**config.mk**
```make
export PLATFORM = sky130hd
export DESIGN_NAME = fetch_unit
export DESIGN_NICKNAME = d
export VERILOG_FILES = /design/src/rtl/fetch_unit.sv
export SDC_FILE = /design/constraint.sdc
export NUM_CORES = 1
export LEC_CHECK = 0
export ABC_AREA = 0
export CORE_ASPECT_RATIO = 0.8
export CORE_MARGIN = 2
export CORE_UTILIZATION = 47
export CTS_BUF_LIST = sky130_fd_sc_hd__clkbuf_8
export DETAILED_ROUTE_END_ITERATION = 7
export DONT_BUFFER_PORTS = 1
export PLACE_DENSITY = 0.71
export SYNTH_ARGS = -nofsm -noshare
export SYNTH_HDL_FRONTEND = slang
export SYNTH_SLANG_ARGS = --single-unit
```
**constraint.sdc**
```tcl
create_clock -name clk -period 3.8 [get_ports clk]
set_input_delay 0.57 -clock clk [delete_from_list [all_inputs] [get_ports clk]]
set_output_delay 0.57 -clock clk [all_outputs]
set_load 0.02 [all_outputs]
```
**src/rtl/fetch_unit.sv**
```systemverilog
// Instruction fetch stage: credit-limited sequential fetch over a handshaked imem bus,
// in-order prefetch queue toward decode, and redirect with drop counting of stale responses.
module fetch_unit #(
  parameter logic [31:0] RESET_PC = 32'h0000_0000,
  parameter int          DEPTH    = 2
) (
  input  logic        clk,
  input  logic        rst_n,
  output logic        imem_req_valid,
  input  logic        imem_req_ready,
  output logic [31:0] imem_req_addr,
  input  logic        imem_resp_valid,
  input  logic [31:0] imem_resp_data,
  output logic        instr_valid,
  input  logic        instr_ready,
  output logic [31:0] instr,
  output logic [31:0] instr_pc,
  input  logic        redirect,
  input  logic [31:0] redirect_pc
);
  localparam int AW = $clog2(DEPTH);
  localparam int CW = $clog2(DEPTH + 1);

  logic [31:0]   fetch_pc;
  logic [CW-1:0] outstanding;
  logic [CW-1:0] drop_cnt;
  logic [CW-1:0] q_count;
  logic [AW-1:0] tag_wr;
  logic [AW-1:0] tag_rd;
  logic [AW-1:0] q_head;
  logic [AW-1:0] q_tail;
  logic [31:0]   tag_mem [DEPTH];
  logic [31:0]   q_data  [DEPTH];
  logic [31:0]   q_pc    [DEPTH];

  logic [CW:0]   in_use;
  logic          req_fire;
  logic          resp_take;
  logic          q_push;
  logic          q_pop;
  logic          unused_pc_bits;

  // Every in-flight request owns a queue slot, so the queue can never overflow.
  assign in_use         = {1'b0, outstanding} + {1'b0, q_count};
  assign imem_req_valid = rst_n && !redirect && (in_use < (CW+1)'(DEPTH));
  assign imem_req_addr  = fetch_pc;
  assign req_fire       = imem_req_valid && imem_req_ready;

  // A response with nothing outstanding is a protocol error and is ignored entirely.
  assign resp_take      = imem_resp_valid && (outstanding != '0);
  assign q_push         = resp_take && !redirect && (drop_cnt == '0);
  assign q_pop          = instr_valid && instr_ready && !redirect;

  assign instr_valid    = (q_count != '0);
  assign instr          = q_data[q_head];
  assign instr_pc       = q_pc[q_head];
  assign unused_pc_bits = ^redirect_pc[1:0];

  always_ff @(posedge clk or negedge rst_n) begin
    if (!rst_n) begin
      fetch_pc    <= RESET_PC;
      outstanding <= '0;
      drop_cnt    <= '0;
      tag_wr      <= '0;
      tag_rd      <= '0;
    end else begin
      if (redirect)
        fetch_pc <= {redirect_pc[31:2], 2'b00};
      else if (req_fire)
        fetch_pc <= fetch_pc + 32'd4;

      outstanding <= outstanding + CW'(req_fire) - CW'(resp_take);

      if (redirect)
        drop_cnt <= outstanding - CW'(resp_take);
      else if (resp_take && (drop_cnt != '0))
        drop_cnt <= drop_cnt - CW'(1);

      if (req_fire)
        tag_wr <= tag_wr + AW'(1);
      if (resp_take)
        tag_rd <= tag_rd + AW'(1);
    end
  end

  always_ff @(posedge clk) begin
    if (req_fire)
      tag_mem[tag_wr] <= fetch_pc;
  end

  always_ff @(posedge clk or negedge rst_n) begin
    if (!rst_n) begin
      q_head  <= '0;
      q_tail  <= '0;
      q_count <= '0;
      for (int i = 0; i < DEPTH; i++) begin
        q_data[i] <= '0;
        q_pc[i]   <= '0;
      end
    end else if (redirect) begin
      q_head  <= q_tail;
      q_count <= '0;
    end else begin
      if (q_push) begin
        q_data[q_tail] <= imem_resp_data;
        q_pc[q_tail]   <= tag_mem[tag_rd];
        q_tail         <= q_tail + AW'(1);
      end
      if (q_pop)
        q_head <= q_head + AW'(1);
      q_count <= q_count + CW'(q_push) - CW'(q_pop);
    end
  end

  resp_needs_request: assert property (@(posedge clk) disable iff (!rst_n)
    imem_resp_valid |-> (outstanding != '0));
  credit_bound: assert property (@(posedge clk) disable iff (!rst_n)
    in_use <= (CW+1)'(DEPTH));
  drop_bound: assert property (@(posedge clk) disable iff (!rst_n)
    drop_cnt <= outstanding);

endmodule

```
* Yosys cells after proc, flatten, opt, wreduce, memory -nomap -nowiden
Memories as Yosys holds them, arrays and structs flattened.
Cells that the tools add are included.
** Storage, ports and cells
- Logic and storage cells :: 70
- Memories kept :: 1
- RAM bits :: 64
- Bits in registers :: 170
- Output and inout bits :: 98
** Cells by class
- Reduce and logical (&&, ||, !) cells :: 19
- Bitwise gates (word level) :: 3
- Add/sub/neg operators :: 12
- Order comparisons :: 4
- Muxes and demuxes :: 19
** Memories
- tag_mem :: words 2, bits a word 32, rd ports 1, clocked after Yosys merged registers in 0, write ports 1, RTL line 32 : logic [31:0] tag_mem [DEPTH];
** Operators with widths (number)
- 32-bit 2-to-1 mux :: 9
- 64-bit bitwise mux :: 2
- 32-bit by 3-bit adder with 32-bit output, second input constant :: 1
- 32-bit demux with 1-bit select :: 1
- 2-bit nonzero test :: 6
- 1-bit logical AND :: 10
- 2-bit 2-to-1 mux :: 3
- 2-bit by 1-bit subtractor with 2-bit output :: 3
- 1-bit adder, second input constant :: 4
- 2-bit by 1-bit adder with 2-bit output :: 2
- 2-bit >= comparator, second input constant :: 2
- 1-bit 2-to-1 mux :: 4
- 1-bit inverter with 2-bit output :: 2
- 2-bit by 2-bit adder with 3-bit output :: 1
- 3-bit by 2-bit < comparator with 1-bit output, second input constant :: 1
- 2-bit logical NOT :: 1
- 2-bit by 1-bit < comparator with 1-bit output, second input constant :: 1
- 2-bit AND reduction :: 1
- 2-bit by 1-bit subtractor with 2-bit output, second input constant :: 1
- 1-bit logical NOT :: 1
- 1-bit inverter :: 1

* Logic depth before layout (Yosys ltp)
- Word-level depth :: 7
- Gate-level depth with buffers :: 10
- Mapped depth without buffers :: 9

* Worst setup path after synthesis
OpenSTA, ideal clock, no wires.
- Kind :: reg-to-reg
- Start point :: register outstanding[0]
- End point :: memory tag_mem[0][10], enable pin
- Buffers on the path :: 1
- Setup slack :: 527 ps
- Setup time :: 417 ps
- Arrival :: 2855 ps
- Stages on the path, launching flop included :: 7
- Period minus slack after synthesis :: 3273 ps
- Cell sequence :: dfrtp_1 -> and2_1 -> fa_1 -> and4bb_2 -> buf_2 -> nand2_1 -> nor2_1
** On the way
- Cells in the longest elaborated chain, start to end :: 6
** RTL lines
- from (decl) :: RTL line 25 : logic [CW-1:0] outstanding;
- from (signal assigned) :: RTL line 72 : outstanding <= outstanding + CW'(req_fire) - CW'(resp_take);
- 2-bit by 2-bit adder with 3-bit output :: RTL line 44 : assign in_use = {1'b0, outstanding} + {1'b0, q_count};
- 3-bit by 2-bit < comparator with 1-bit output :: RTL line 45 : assign imem_req_valid = rst_n && !redirect && (in_use < (CW+1)'(DEPTH));
- 1-bit logical AND :: RTL line 45
- 1-bit logical AND :: RTL line 47 : assign req_fire = imem_req_valid && imem_req_ready;
- 1-bit 2-to-1 mux :: RTL line 87 : if (req_fire)
- 1-bit 2-to-1 mux (not written as such) :: RTL line 88 : tag_mem[tag_wr] <= fetch_pc;
- to (decl) :: RTL line 32
Every way passes these cells.

* Worst setup path after layout
- Start point :: register q_count[0]
- End point :: output port imem_req_valid
** On the way
- Cells in the longest elaborated chain, start to end :: 3
** RTL lines
- from (decl) :: RTL line 27 : logic [CW-1:0] q_count;
- from (signal assigned) :: RTL line 111 : q_count <= q_count + CW'(q_push) - CW'(q_pop);
- 2-bit by 2-bit adder with 3-bit output :: RTL line 44
- 3-bit by 2-bit < comparator with 1-bit output :: RTL line 45
- 1-bit logical AND :: RTL line 45
- to (decl) :: RTL line 9 : output logic imem_req_valid,
Every way passes these cells.

==> results.json <==
{
  "run_status": "finished with violations",
  "violations": "hold timing",
  "multiInputGateArea_um2": 3810,
  "grt_pass1_wl_um": 33900,
  "cts_resized": 0,
  "synthAdderAreaFrac_pct": 1.08,
  "comb_power_share_pct": 32.8,
  "finalHoldViolCount": 164,
  "ant_nets": 0,
  "critPathTopFamily": "simple AND/OR/NAND/NOR gates",
  "power_density_nw_per_um2": 790,
  "final_layout_size_suffix_gt1_share_pct": 37.6,
  "coreArea_um2": 20700,
  "syn_inst": 697,
  "max_freq_mhz": 347,
  "cpMaxStageDelayCell": "fa_1",
  "placed_area_um2": 10200,
  "ir_worst_vdd_v": 0.000465,
  "yosysUniqueCellTypes": 45,
  "grt.total_usage_pct": 19.3,
  "clockBufferDepth": 3,
  "syn-cell-area_um2": 9920,
  "clk_transition_reported_paths_ns": 0.06,
  "synth-xor-area-share_pct": 1.50,
  "htree_levels": 2,
  "routed_wirelength_um": 21300,
  "synth_top_family_by_area": "multiplexers",
  "yosysWarnings": 0,
  "synth.avg_cell_area_um2": 14.2,
  "cts_tree": "done",
  "drt-wirelength-per-cell_um": 21.2,
  "async_flop_share_pct": 73.2,
  "fin_tns_setup_ns": 0,
  "max_cap_viol_count": 0,
  "post-route-util_pct": 52.5,
  "start_util_pct": 47.9,
  "timing.critical_path.buf_inv": 0,
  "nFillCells": 1725,
  "vias": 5795,
  "relSlewSlack_pct": 35.1,
  "synthSimpleGateAreaFrac_pct": 7.52,
  "synth-edff-count": 60,
  "design_area_um2": 10900,
  "finalCritPeriodShare_pct": 75.8,
  "leakagePower_nw": 4.47,
  "netSwitchingFraction_pct": 34.6,
  "die_h_um": 134,
  "wl_met1_um": 8720,
  "seq_area_frac_synth_pct": 59.5,
  "io_buffer_count": 0,
  "final-setup-viol-count": 0,
  "rsz0062_at_grt": "no",
  "num_antenna_cells": 0,
  "fin_crit_ns": 2.88,
  "firstDrtPassIters": 4,
  "vias_per_cell": 5.77,
  "die_area_um2": 22300,
  "end_kind": "primary output",
  "yosys_register_bits": 224,
  "dr.first_iter.drc_count": 266,
  "arrival_ns": 2.31,
  "fin_skew_ns": 0.0178,
  "hold-worst-slack_ns": -0.257,
  "dpl.hpwl_um": 13700,
  "clock_power_share_pct": 22.9,
  "crit_path_max_fanout": 4,
  "worst_slack_ns": 0.919,
  "final_cells": 1005,
  "hold_class": "input port to asynchronous set/reset pin",
  "synth_mux_area_share_pct": 24.6,
  "ctsRootBufferMaster": "clkbuf_8",
  "maxSlewViolCount": 0,
  "gp_congestion": 0.830,
  "critPathMaxStageDelay_ns": 0.48,
  "cts.sinks": 224,
  "final_nets": 785,
  "die_width_um": 166,
  "synth_ff_type": "dfrtp_1",
  "top_layer_used": "met4",
  "remaining_drc_errors": 0,
  "worstSetupPathType": "flip-flop to primary output",
  "grt_pass1_vias": 6284,
  "worstPathCellList": "and2_1 > fa_1 > nor3b_1 > and2_1",
  "p_switching_mw": 2.97,
  "grt_max_degree": 168,
  "synth-compound-area-share_pct": 3.41,
  "crit_required_ns": 3.23,
  "wl_met3_um": 1930,
  "worst_slew_pin_slew_ns": 0.974,
  "startpoint_type": "flip-flop",
  "io_pins": 168,
  "p_total_mw": 8.59,
  "clkLatencyLatePin_ns": 0.53,
  "seq_area_um2": 5910,
  "crit_top_cell": "and2_1",
  "overflow": 0,
  "place_ws_ns": 0.943,
  "dp_cells": 937,
  "internal_power_mw": 5.62,
  "rows": 47,
  "seqPwrFrac_pct": 44.3,
  "cts_setup_buffers": 0,
  "syn_to_final_growth_pct": 9.57,
  "route.met2.wl_um": 10100,
  "grt_antenna_before_repair": 0,
  "cts_buffers": 37
}
==> synth_stat cells, types with 9 or more instances <==
cell type | instances | share of area [%]
nand3_1 | 14 | 0.71
nand4_1 | 9 | 0.57
nor2_1 | 20 | 0.76
o21ai_0 | 17 | 0.86
inv_1 | 11 | 0.42
buf_2 | 14 | 0.71
clkbuf_1 | 21 | 0.79
or4_1 | 21 | 1.6
mux2_2 | 216 | 25
nand2_1 | 29 | 1.1
dfrtp_1 | 164 | 41
edfxtp_1 | 60 | 18
a31oi_1 | 15 | 0.95
o31ai_1 | 11 | 0.83
xor2_1 | 9 | 0.79
==> final cells by class <==
cell class	instances	share of cell area, %
Multi-Input combinational cell	424	35.1
Clock buffer	41	5.19
Sequential cell	224	54.3
Inverter	12	0.414
Clock inverter	27	1.21
Timing Repair Buffer	8	0.668
Tap cell	269	3.10
==> path summary, 6_finish.rpt <==
kind	from	end	slack, ns	cells past startpoint
worst max-delay path	q_count[0]$_DFF_PN0_	imem_req_valid	0.92	4
worst min-delay path	rst_n	q_pc[26]$_DFFE_PN0P_	-0.26	0
worst max register to register	q_count[0]$_DFF_PN0_	imem_req_addr[23]$_DFFE_PN0P_	0.93	6
worst min register to register	q_pc[23]$_DFFE_PN0P_	q_pc[23]$_DFFE_PN0P_	0.50	1
max in group asynchronous	rst_n	imem_req_addr[20]$_DFFE_PN0P_	3.86	0
min in group clk	redirect	q_count[0]$_DFF_PN0_	0.11	1
==> routing by layer <==
metal  vias up  track usage (%)
met5         -                0
met2       242             31.0
met1      2896             23.9
li1       2603                -
met3        54             7.26
met4         0             7.23
==> placed cells by master (no fill, tap or decap), types with 5 or more instances in the layout <==
| master | netlist | layout |
|---|---|---|
| mux2_2 | 216 | 216 |
| dfrtp_1 | 164 | 163 |
| edfxtp_1 | 60 | 60 |
| clkbuf_8 | 0 | 41 |
| inv_1 | 11 | 34 |
| nand2_1 | 29 | 29 |
| or4_1 | 21 | 21 |
| nor2_1 | 20 | 18 |
| o21ai_0 | 17 | 17 |
| a31oi_1 | 15 | 15 |
| nand3_1 | 14 | 14 |
| o31ai_1 | 11 | 11 |
| xor2_1 | 9 | 9 |
| nand4_1 | 9 | 9 |
| xnor2_1 | 8 | 8 |
| ha_1 | 7 | 7 |
| buf_4 | 4 | 7 |
| o211ai_1 | 5 | 5 |
==> logic make-up (layout without fill, tap and decap cells) <==
family | count (synthesis) | in the layout
AO/OA/AOI/OAI | 53 | 53
XOR/XNOR | 17 | 17
adder cells (fa/ha/maj) | 8 | 8
buffers and inverters | 52 | 88
flip-flops | 224 | 224
multiplexers | 217 | 217
other | 1 | 4
AND/OR/NAND/NOR | 125 | 125
==> power groups by stage <==
stage	Sequential, mW	Clock, mW	Combinational (mW)
after floorplan	3.62	0	2.47
after global placement	3.78	0	2.75
after detailed placement	3.85	0	2.84
after global routing	3.91	2.15	3.01
after CTS	3.81	2.03	2.86
final	3.80	1.97	2.82
==> sequential cells by signal (all words and copies together), names as in the netlist <==
| name | count |
|---|---|
| drop_cnt | 2 |
| imem_req_addr | 30 |
| outstanding | 2 |
| q_count | 2 |
| q_data | 64 |
| q_head | 1 |
| q_pc | 60 |
| q_tail | 1 |
| tag_mem | 60 |
| tag_rd | 1 |
| tag_wr | 1 |
==> worst register-to-register path, cell delays in order (launching register included) <==
cell	delay, ns
dfrtp_1	0.39
and2_1	0.18
fa_1	0.48
and4bb_2	0.47
nand4_1	0.47
or4_1	0.64
a31oi_1	0.17
No activity file was read; power rests on OpenSTA's default activity.
